`config.mk`:
```
export PLATFORM = sky130hd
export DESIGN_NAME = button_count_scan
export DESIGN_NICKNAME = d
export VERILOG_FILES = /design/src/rtl/button_count_scan.sv
export SDC_FILE = /design/constraint.sdc
export NUM_CORES = 1
export LEC_CHECK = 0
export BUFFER_PORTS_ARGS = -buffer_cell sky130_fd_sc_hd__buf_2
export CELL_PAD_IN_SITES_DETAIL_PLACEMENT = 1
export CELL_PAD_IN_SITES_GLOBAL_PLACEMENT = 2
export CORE_MARGIN = 2
export CORE_UTILIZATION = 25
export CTS_BUF_LIST = sky130_fd_sc_hd__clkbuf_4
export CTS_CLUSTER_SIZE = 8
export DETAILED_ROUTE_END_ITERATION = 12
export PLACE_DENSITY = 0.59
export SLEW_MARGIN = 40
export SYNTH_ARGS = -nofsm -noshare
export SYNTH_HDL_FRONTEND = slang
export SYNTH_SLANG_ARGS = --single-unit
```
`constraint.sdc`:
```
create_clock -name clk -period 4.25 [get_ports clk]
set_input_delay 0.85 -clock clk [delete_from_list [all_inputs] [get_ports clk]]
set_output_delay 0.85 -clock clk [all_outputs]
set_load 0.01 [all_outputs]
```
`src/rtl/button_count_scan.sv`:
```
// rtl/button_count_scan.sv - debounced press counter with 8-digit BCD scan output
module button_count_scan #(
    parameter int DEBOUNCE_CYCLES = 500000,
    parameter int SCAN_DIV        = 50000,
    parameter bit BLANK_LZ        = 1'b1
) (
    input  logic       clk,
    input  logic       rst_n,
    input  logic       btn,
    input  logic       clr,
    output logic       enable,
    output logic [3:0] val,
    output logic [2:0] sidx,
    output logic       count_wrap
);

    localparam int DB_W = $clog2(DEBOUNCE_CYCLES + 1);
    localparam int PS_W = $clog2(SCAN_DIV);
    localparam logic [DB_W-1:0] DB_LAST = DB_W'(DEBOUNCE_CYCLES - 1);
    localparam logic [PS_W-1:0] PS_LAST = PS_W'(SCAN_DIV - 1);

    logic            sync1_q, sync1_d;
    logic            sync2_q, sync2_d;
    logic            db_q, db_d;
    logic [DB_W-1:0] stab_q, stab_d;
    logic            inc_q, inc_d;
    logic [31:0]     count_q, count_d;
    logic [31:0]     count_inc;
    logic            carry;
    logic            wrap_q, wrap_d;
    logic [PS_W-1:0] presc_q, presc_d;
    logic            presc_wrap;
    logic            enable_q, enable_d;
    logic [3:0]      val_q, val_d;
    logic [2:0]      sidx_q, sidx_d;
    logic [2:0]      msd;

    // Two-flop synchronizer, then debounce: db toggles only after the synced
    // input has differed from it for DEBOUNCE_CYCLES consecutive cycles.
    always_comb begin
        sync1_d = btn;
        sync2_d = sync1_q;
        db_d    = db_q;
        stab_d  = '0;
        if (sync2_q != db_q) begin
            if (stab_q == DB_LAST) begin
                db_d   = ~db_q;
                stab_d = '0;
            end else begin
                stab_d = stab_q + 1'b1;
            end
        end
        inc_d = db_d & ~db_q;
    end

    // Decimal ripple increment; the carry out of the top nibble marks a wrap.
    always_comb begin
        carry     = inc_q;
        count_inc = count_q;
        for (int i = 0; i < 8; i++) begin
            if (carry) begin
                if (count_q[4*i +: 4] == 4'd9) begin
                    count_inc[4*i +: 4] = 4'd0;
                end else begin
                    count_inc[4*i +: 4] = count_q[4*i +: 4] + 4'd1;
                    carry = 1'b0;
                end
            end
        end
        count_d = clr ? 32'd0 : count_inc;
        wrap_d  = inc_q & carry & ~clr;
    end

    // Index of the most significant nonzero digit (0 when the count is zero).
    always_comb begin
        msd = 3'd0;
        for (int i = 1; i < 8; i++) begin
            if (count_q[4*i +: 4] != 4'd0) begin
                msd = 3'(i);
            end
        end
    end

    // Scan prescaler: each wrap advances the digit index and loads its code.
    always_comb begin
        presc_wrap = (presc_q == PS_LAST);
        presc_d    = presc_wrap ? '0 : presc_q + 1'b1;
        enable_d   = presc_wrap;
        sidx_d     = sidx_q;
        val_d      = val_q;
        if (presc_wrap) begin
            sidx_d = sidx_q + 3'd1;
            if (BLANK_LZ && (sidx_d > msd)) begin
                val_d = 4'hF;
            end else begin
                val_d = count_q[{sidx_d, 2'b00} +: 4];
            end
        end
    end

    // State registers, all cleared asynchronously.
    always_ff @(posedge clk or negedge rst_n) begin
        if (!rst_n) begin
            sync1_q  <= 1'b0;
            sync2_q  <= 1'b0;
            db_q     <= 1'b0;
            stab_q   <= '0;
            inc_q    <= 1'b0;
            count_q  <= 32'd0;
            wrap_q   <= 1'b0;
            presc_q  <= '0;
            enable_q <= 1'b0;
            val_q    <= 4'hF;
            sidx_q   <= 3'd7;
        end else begin
            sync1_q  <= sync1_d;
            sync2_q  <= sync2_d;
            db_q     <= db_d;
            stab_q   <= stab_d;
            inc_q    <= inc_d;
            count_q  <= count_d;
            wrap_q   <= wrap_d;
            presc_q  <= presc_d;
            enable_q <= enable_d;
            val_q    <= val_d;
            sidx_q   <= sidx_d;
        end
    end

    assign enable     = enable_q;
    assign val        = val_q;
    assign sidx       = sidx_q;
    assign count_wrap = wrap_q;

endmodule
```
# Yosys cells after proc, flatten, opt, wreduce, memory -nomap -nowiden
# Cells that the tools add are included.
# op_classes
eq_ne	11
n_reduce_logical	15
shift	1
bitwise	5
addsub	11
muxes	46
magnitude_cmp	1
# ops
operator	n
2-to-1 mux 4 bit	17
2-to-1 mux 19 bit	2
adder 4 x 1 -> 4 bit (second input constant)	8
equality test 4 bit (second input constant)	8
2-to-1 mux 32 bit	1
indexed part select 32 x 6 -> 4 bit	1
nonzero test 4 bit	7
adder 19 x 1 -> 19 bit (second input constant)	1
equality test 19 bit (second input constant)	1
2-to-1 mux 1 bit	19
2-to-1 mux 3 bit	6
adder 16 x 1 -> 16 bit (second input constant)	1
equality test 16 bit (second input constant)	1
2-to-1 mux 16 bit	1
nonzero test 2 bit	8
adder 3 x 1 -> 3 bit (second input constant)	1
AND 1 bit	3
greater-than comparator 3 bit	1
NOT 1 bit	2
!= test 1 bit	1
# word_totals
inputBits	4
regBits	80
out_inout_bits	9
word_cells	108

# Longest topological paths before layout
# Gate-level depths: netlist of the first run.
# logic_depth
depth_word	12
mapped_depth	11
mapped_depth_nobuf	11

# Least setup slack after synthesis of the first run
# No wires, ideal clock.
# synth_timing
path_type	flip-flop to flip-flop
startpoint	register count_q[16]
endpoint	register val_q[0], in the netlist val[0]
stages_incl_launch_ff	12
required_ps	4145
setup_slack_ps	2062
synth_period_minus_slack_ps	2188
path_buffers	0
setup_ps	105
arrival_time_ps	2083
path_cell_list	dfrtp_1 > inv_1 > ha_1 > nor3b_1 > nand3_1 > a31oi_1 > nor2_1 > ha_1 > nor2b_1 > o21a_1 > o21ai_0 > a31oi_1
# synth_between
elab_chain_len	7
word_cells_on_any_way	8
classes_between	1 x order compare; 1 x shift; 5 x mux; 1 x reduce/logical
# synth_rtl
element	line_no	rtl
start, declared	27	logic [31:0] count_q, count_d;
start signal, assigned	121	count_q <= count_d;
nonzero test 4 bit	78	if (count_q[4*i +: 4] != 4'd0) begin
2-to-1 mux 3 bit (4 in a row)	78	
greater-than comparator 3 bit	93	if (BLANK_LZ && (sidx_d > msd)) begin
2-to-1 mux 4 bit *	93	
end signal, assigned	125	val_q <= val_d;
end, declared	34	logic [3:0] val_q, val_d;
# Mark *: on every way between the ends. The rest lies on a longest branch, timed or not.
# A chain may end at the register's enable or synchronous reset.

# Worst setup path after layout of the first run
# layout_timing
startpoint	register sidx_q[0], in the netlist sidx[0]
endpoint	register val_q[1], in the netlist val[1]
# layout_between
elab_chain_len	3
word_cells_on_any_way	4
classes_between	1 x add/sub; 1 x order compare; 1 x shift; 1 x mux
# layout_rtl
element	line_no	rtl
start, declared	35	logic [2:0] sidx_q, sidx_d;
start signal, assigned	126	sidx_q <= sidx_d;
adder 3 x 1 -> 3 bit *	92	sidx_d = sidx_q + 3'd1;
indexed part select 32 x 6 -> 4 bit / greater-than comparator 3 bit (equally long branches)	96, 93	
2-to-1 mux 4 bit *	93	
# Marked as above.

==> impl_metrics.ini, run 1 <==
[power_and_ir_drop]
p_int_mw = 1.01
pwr-share-clk_pct = 39.7
powerDensity_mw_per_mm2 = 259
switching_share_pct = 23.7
power_frac_comb_pct = 2.5
switching_power_uw = 315
peakVddDrop_v = 0.000101
finalPower_mw = 1.33
p_leak_nw = 2.08
sequentialPowerShare_pct = 57.8

[sta]
setup_tns_ns = 0
fin_skew_ns = 0.0243
max-slew-margin-rel_pct = 51.2
fin_ws_ns = 1.69
whs_ns = 0.363
min_period_over_period_pct = 60.1
setup_viol = 0
rsz0062_at_grt = no
worstMarginPinSlew_ns = 0.733
timing.fmax_mhz = 391
drv_slew = 0
fin_crit_ns = 2.56
finalHoldViolations = 0

[synth]
synth_fp_nets = 509
ys_seq_area_share_pct = 43.3
synthTopCellsByArea = dfrtp_1 39%, ha_1 7.8%, dfstp_2 4.0%
async_flop_share_pct = 100
synth_top_cell_area_share_pct = 39.4
syn_area_mm2 = 0.00464
synth_flop_cell = dfrtp_1
yosysWarnings = 0
synthDistinctLibCells = 53
synth_edf_count = 0
yosysTopAreaCell = dfrtp_1
yosys_register_bits = 80
synth_area_per_cell_um2 = 9.75
synth_cells = 476

[floorplan]
row_count = 49
fp.coreArea_mm2 = 0.0181
dieArea_mm2 = 0.0197
start_util_pct = 25.7
die_w_um = 140
die_h_um = 140
ios = 13

[final_layout]
fin_nets = 520
final_area_mm2 = 0.00513
syn2layout_area_growth_pct = 10.5
drive_gt1_share_pct = 11.8
num-fill-cells = 2068
final_cell_mix = 73 x dfrtp_1, 46 x nor2_1, 31 x nand2_1, 31 x a21oi_1, 30 x nand3_1
layout_commonest_cell = dfrtp_1

[cts]
clk_pin_slew_ns = 0.13
insertion_delay_ns = 0.47
cts_hold_buf = 0
cts_buffers = 9
post_cts_buffers = 0
clk_path_buf_depth = 2
cts_root_buffer = clkbuf_4
cts_resized = 0
cts_tree = done
htree_levels = 3
clock_sinks = 80

[setup_path]
critical_path.startpoint_type = flop
cpMostUsedCell = ha_1
critical_path.max_stage_delay_ns = 0.77
path_max_fanout = 12
path_cells = ha_1, xor2_1, ha_1, o21a_1, o21ai_0, a31oi_1
crit_arrival_ns = 2.94
worstSetupPathType = reg -> reg
crit_required_ns = 4.64
crit_slowest_cell = dfstp_2
end_kind = flop

[global_route]
grt.busiest_layer = met2
grtUsageMet2_pct = 20.8
grt_max_degree = 68
grt_util_met3_pct = 1.88
met1_usage_pct = 17.6
antenna_found_initial = 2
grt_use_total_pct = 13.1
grt_pass1_vias = 3811
grt_pass1_wl_um = 20400
grt-ovfl-total = 0

[route]
ant_nets = 0
num_vias = 3614
drc_errors = 0
wl_um = 11900
dr.pass1.iters = 4
initialDrtViolationCount = 77
vias_per_cell = 5.00
wl_per_cell_um = 16.4

[run_status]
status = completed

[placed_design]
dpl.hpwl_um = 8440
gp_congestion = 0.770
placed_area_mm2 = 0.00497
dpl_worst_slack_ns = 1.69
numPortBuffers = 12

[run]
drv_cap = 0

[worst_hold_path]
worstHoldPathType = reg -> reg
state kept, by name (all words and copies together), names as in the netlist:
signal / flops
db_q: 1
stab_q: 19
sync2_q: 1
inc_q: 1
sync1_q: 1
presc_q: 16
val: 4
count_wrap: 1
enable: 1
sidx: 3
count_q: 32
worst max-delay path: cells and delay by family (launching register included):
family / cells / cell delay (ns)
adder cells (fa/ha/maj): 2 / 0.60
flip-flops: 1 / 0.77
AO/OA/AOI/OAI: 3 / 0.60
XOR/XNOR: 1 / 0.50
path summary, 6_finish.rpt:
path                       startpoint         end  slack (ns)  cells past startpoint
min                           sync1_q     sync2_q        0.36                      0
min in group asynchronous       rst_n  stab_q[13]        0.37                      1
max                           sidx[0]      val[1]        1.69                      6
max reg2reg                   sidx[0]      val[1]        1.69                      6
min reg2reg                   sync1_q     sync2_q        0.36                      0
max in group asynchronous       rst_n  count_wrap        3.18                      2
cells by family after synthesis:
logic type	after synthesis	synth area share, %
AOI/OAI and AO/OA	80	10.3
xor gates and xnor gates	28	5.28
adders and majority gates	29	7.82
buffers and inverters	44	3.64
DFF	80	43.3
muxes	17	5.93
and+or+nand+nor	198	23.7
cells in the mapped netlist (all sizes together), types with 7 or more instances:
cell / instances
dfstp: 7
clkbuf: 13
inv: 28
mux4: 8
xor2: 9
nor3: 9
nor2: 46
a21oi: 31
nand4: 16
nand3: 30
or4: 9
nand2: 31
ha: 29
xnor2: 19
o31ai: 7
nor4: 11
o21ai: 20
nand3b: 7
or3: 8
a31oi: 8
dfrtp: 73
cell type report:
type	instances	area, um2	share of cell area (%)
Antenna cell	2	5.00	0.0976
Clock inverter	6	82.6	1.61
Sequential cell	80	2010	39.2
Timing Repair Buffer	16	96.3	1.88
Multi-Input combinational cell	352	2470	48.1
Clock buffer	10	75.1	1.46
Tap cell	229	287	5.59
Inverter	28	105	2.05
metrics by stage:
step,util [%],cells
6_report,28.4,723
5_1_grt,28.4,723
4_1_cts,28.3,721
3_5_place_dp,27.5,705
3_3_place_gp,27.4,704
2_1_floorplan,-,476
power groups by stage:
| stage | sequential, mW | clock, mW | combinational [mW] |
|---|---|---|---|
| after floorplan | 0.781 | 0 | 0.0122 |
| after global placement | 0.782 | 0 | 0.0358 |
| after detailed placement | 0.782 | 0 | 0.0369 |
| after CTS | 0.768 | 0.562 | 0.0369 |
| after global routing | 0.769 | 0.595 | 0.0398 |
| final | 0.768 | 0.528 | 0.0339 |
layer usage:
metal	share of wire, %	up-vias
met3	1.7	17
met5	0	-
li1	-	1736
met1	50	1833
met4	2.4	0
met2	46	28
(Power assumes the default switching activity.)
==> run 2: changes to the inputs <==
==> constraint.sdc (replaced) <==
create_clock -name clk -period 2.42 [get_ports clk]
set_input_delay 0.484 -clock clk [delete_from_list [all_inputs] [get_ports clk]]
set_output_delay 0.484 -clock clk [all_outputs]
set_load 0.01 [all_outputs]
==> impl_metrics.ini, run 2 (synthesized netlist as in run 1, its figures left out) <==
[run_status]
status = completed

[sta]
max-slew-margin-rel_pct = 61.7
setup_tns_ns = 0
fin_crit_ns = 2.27
timing.fmax_mhz = 440
whs_ns = 0.126
fin_ws_ns = 0.146
min_period_over_period_pct = 94.0
worstMarginPinSlew_ns = 0.570
setup_viol = 0
drv_slew = 0
finalHoldViolations = 0
fin_skew_ns = 0.0319

[cts]
clock_sinks = 80
cts_buffers = 9
cts_tree = done
clk_path_buf_depth = 2
clk_pin_slew_ns = 0.14
insertion_delay_ns = 0.48
cts_root_buffer = clkbuf_4
htree_levels = 3

[route]
wl_per_cell_um = 16.6
wl_um = 12500
initialDrtViolationCount = 130
ant_nets = 0
drc_errors = 0
vias_per_cell = 5.02
dr.pass1.iters = 6
num_vias = 3777

[setup_path]
worstSetupPathType = reg -> reg
crit_required_ns = 2.82
crit_arrival_ns = 2.68
critical_path.startpoint_type = flop
path_cells = inv_1, ha_1, nand4b_4, or4_4, or4_1, a31oi_1
critical_path.max_stage_delay_ns = 0.63
cp.buffers_inverters = 1
crit_family = simple AND/OR/NAND/NOR gates
crit_slowest_cell = or4_4
path_max_fanout = 9
regToRegSetupSlack_ns = 0.15
end_kind = flop

[global_route]
grt-ovfl-total = 0
grt_pass1_vias = 4025
grt_use_total_pct = 13.7
grt_max_degree = 39
antenna_found_initial = 1
grt_pass1_wl_um = 21300

[final_layout]
final_cell_mix = 72 x dfrtp_1, 46 x nor2_1, 33 x buf_4, 31 x nand2_1, 31 x a21oi_1
largest_reg_flops = 32
top_regs = count_q x32, stab_q x19, presc_q x16
syn2layout_area_growth_pct = 17.1
drive_gt1_share_pct = 17.8
layout_commonest_cell = dfrtp_1
largest_register = count_q
fin_nets = 551
post-route-util_pct = 30.1
final_area_mm2 = 0.00544

[floorplan]
row_count = 49
start_util_pct = 25.7
die_w_um = 140
fp.coreArea_mm2 = 0.0181
dieArea_mm2 = 0.0197
die_h_um = 140
ios = 13

[placed_design]
gp_congestion = 0.779
dpl_worst_slack_ns = 0.0428
numPortBuffers = 12
placed_area_mm2 = 0.00521
dpl.hpwl_um = 9120

[power_and_ir_drop]
peakVddDrop_v = 0.000354
p_leak_nw = 2.26
powerDensity_mw_per_mm2 = 455

[worst_hold_path]
worstHoldPathType = in -> reg

[run]
drv_cap = 0
## run 2: cell count changes in the layout (fill, tap and decap cells not counted), moves of 2 or more
| cell | delta |
|---|---|
| nor3b_2 | +3 |
| buf_4 | +29 |
| buf_12 | +2 |
| clkinv_2 | -2 |
| clkinv_4 | +3 |
| nor3b_1 | -3 |
## run 2: layer usage
layer	up-vias	track usage (%)	part of all wire (%)	routed length, um
li1	1807	-	-	-
met3	12	2.77	3.1	385
met4	0	4.31	1.5	183
met1	1919	18.1	48	6020
met5	-	0	0	0
met2	39	22.6	47	5950
## run 2: area by class of cell
type                    count  area (um2)
well taps                 229         287
clock buffers               9        67.6
repair buffers             47         353
fillers                  2079       12600
multi-input cells         352        2490
inverters                  28         105
flip-flops and latches     80        2010
clock inverters             7         120
diodes                      1        2.50
## run 2: through the flow
step / instances / power [mW]
detailed placement: 734 / 1.45
CTS: 751 / 2.54
global route: 753 / 2.60
global placement: 734 / 1.45
floorplan: 476 / 1.39
finish: 753 / 2.48
## run 2: timing repair
item                       in CTS  in global routing
buffers inserted                0                  1
resized for setup               0                  5
setup endpoints to repair       0                  4
hold buffers                    1                  0
hold endpoints to repair       36                  0
## run 2: worst paths after layout
path	from	endpoint	depth (start not counted)
worst min register to register	sync1_q	sync2_q	0
worst min-delay path	btn	sync1_q	1
worst max register to register	count_q[1]	count_q[27]	6
min in group asynchronous	rst_n	presc_q[8]	2
max in group asynchronous	rst_n	val[1]	3
worst max-delay path	count_q[1]	count_q[27]	6
## run 2: power by group
group          internal (mW)  switching, mW
combinational         0.0190         0.0512
clock                  0.524          0.533
sequential              1.34        0.00565
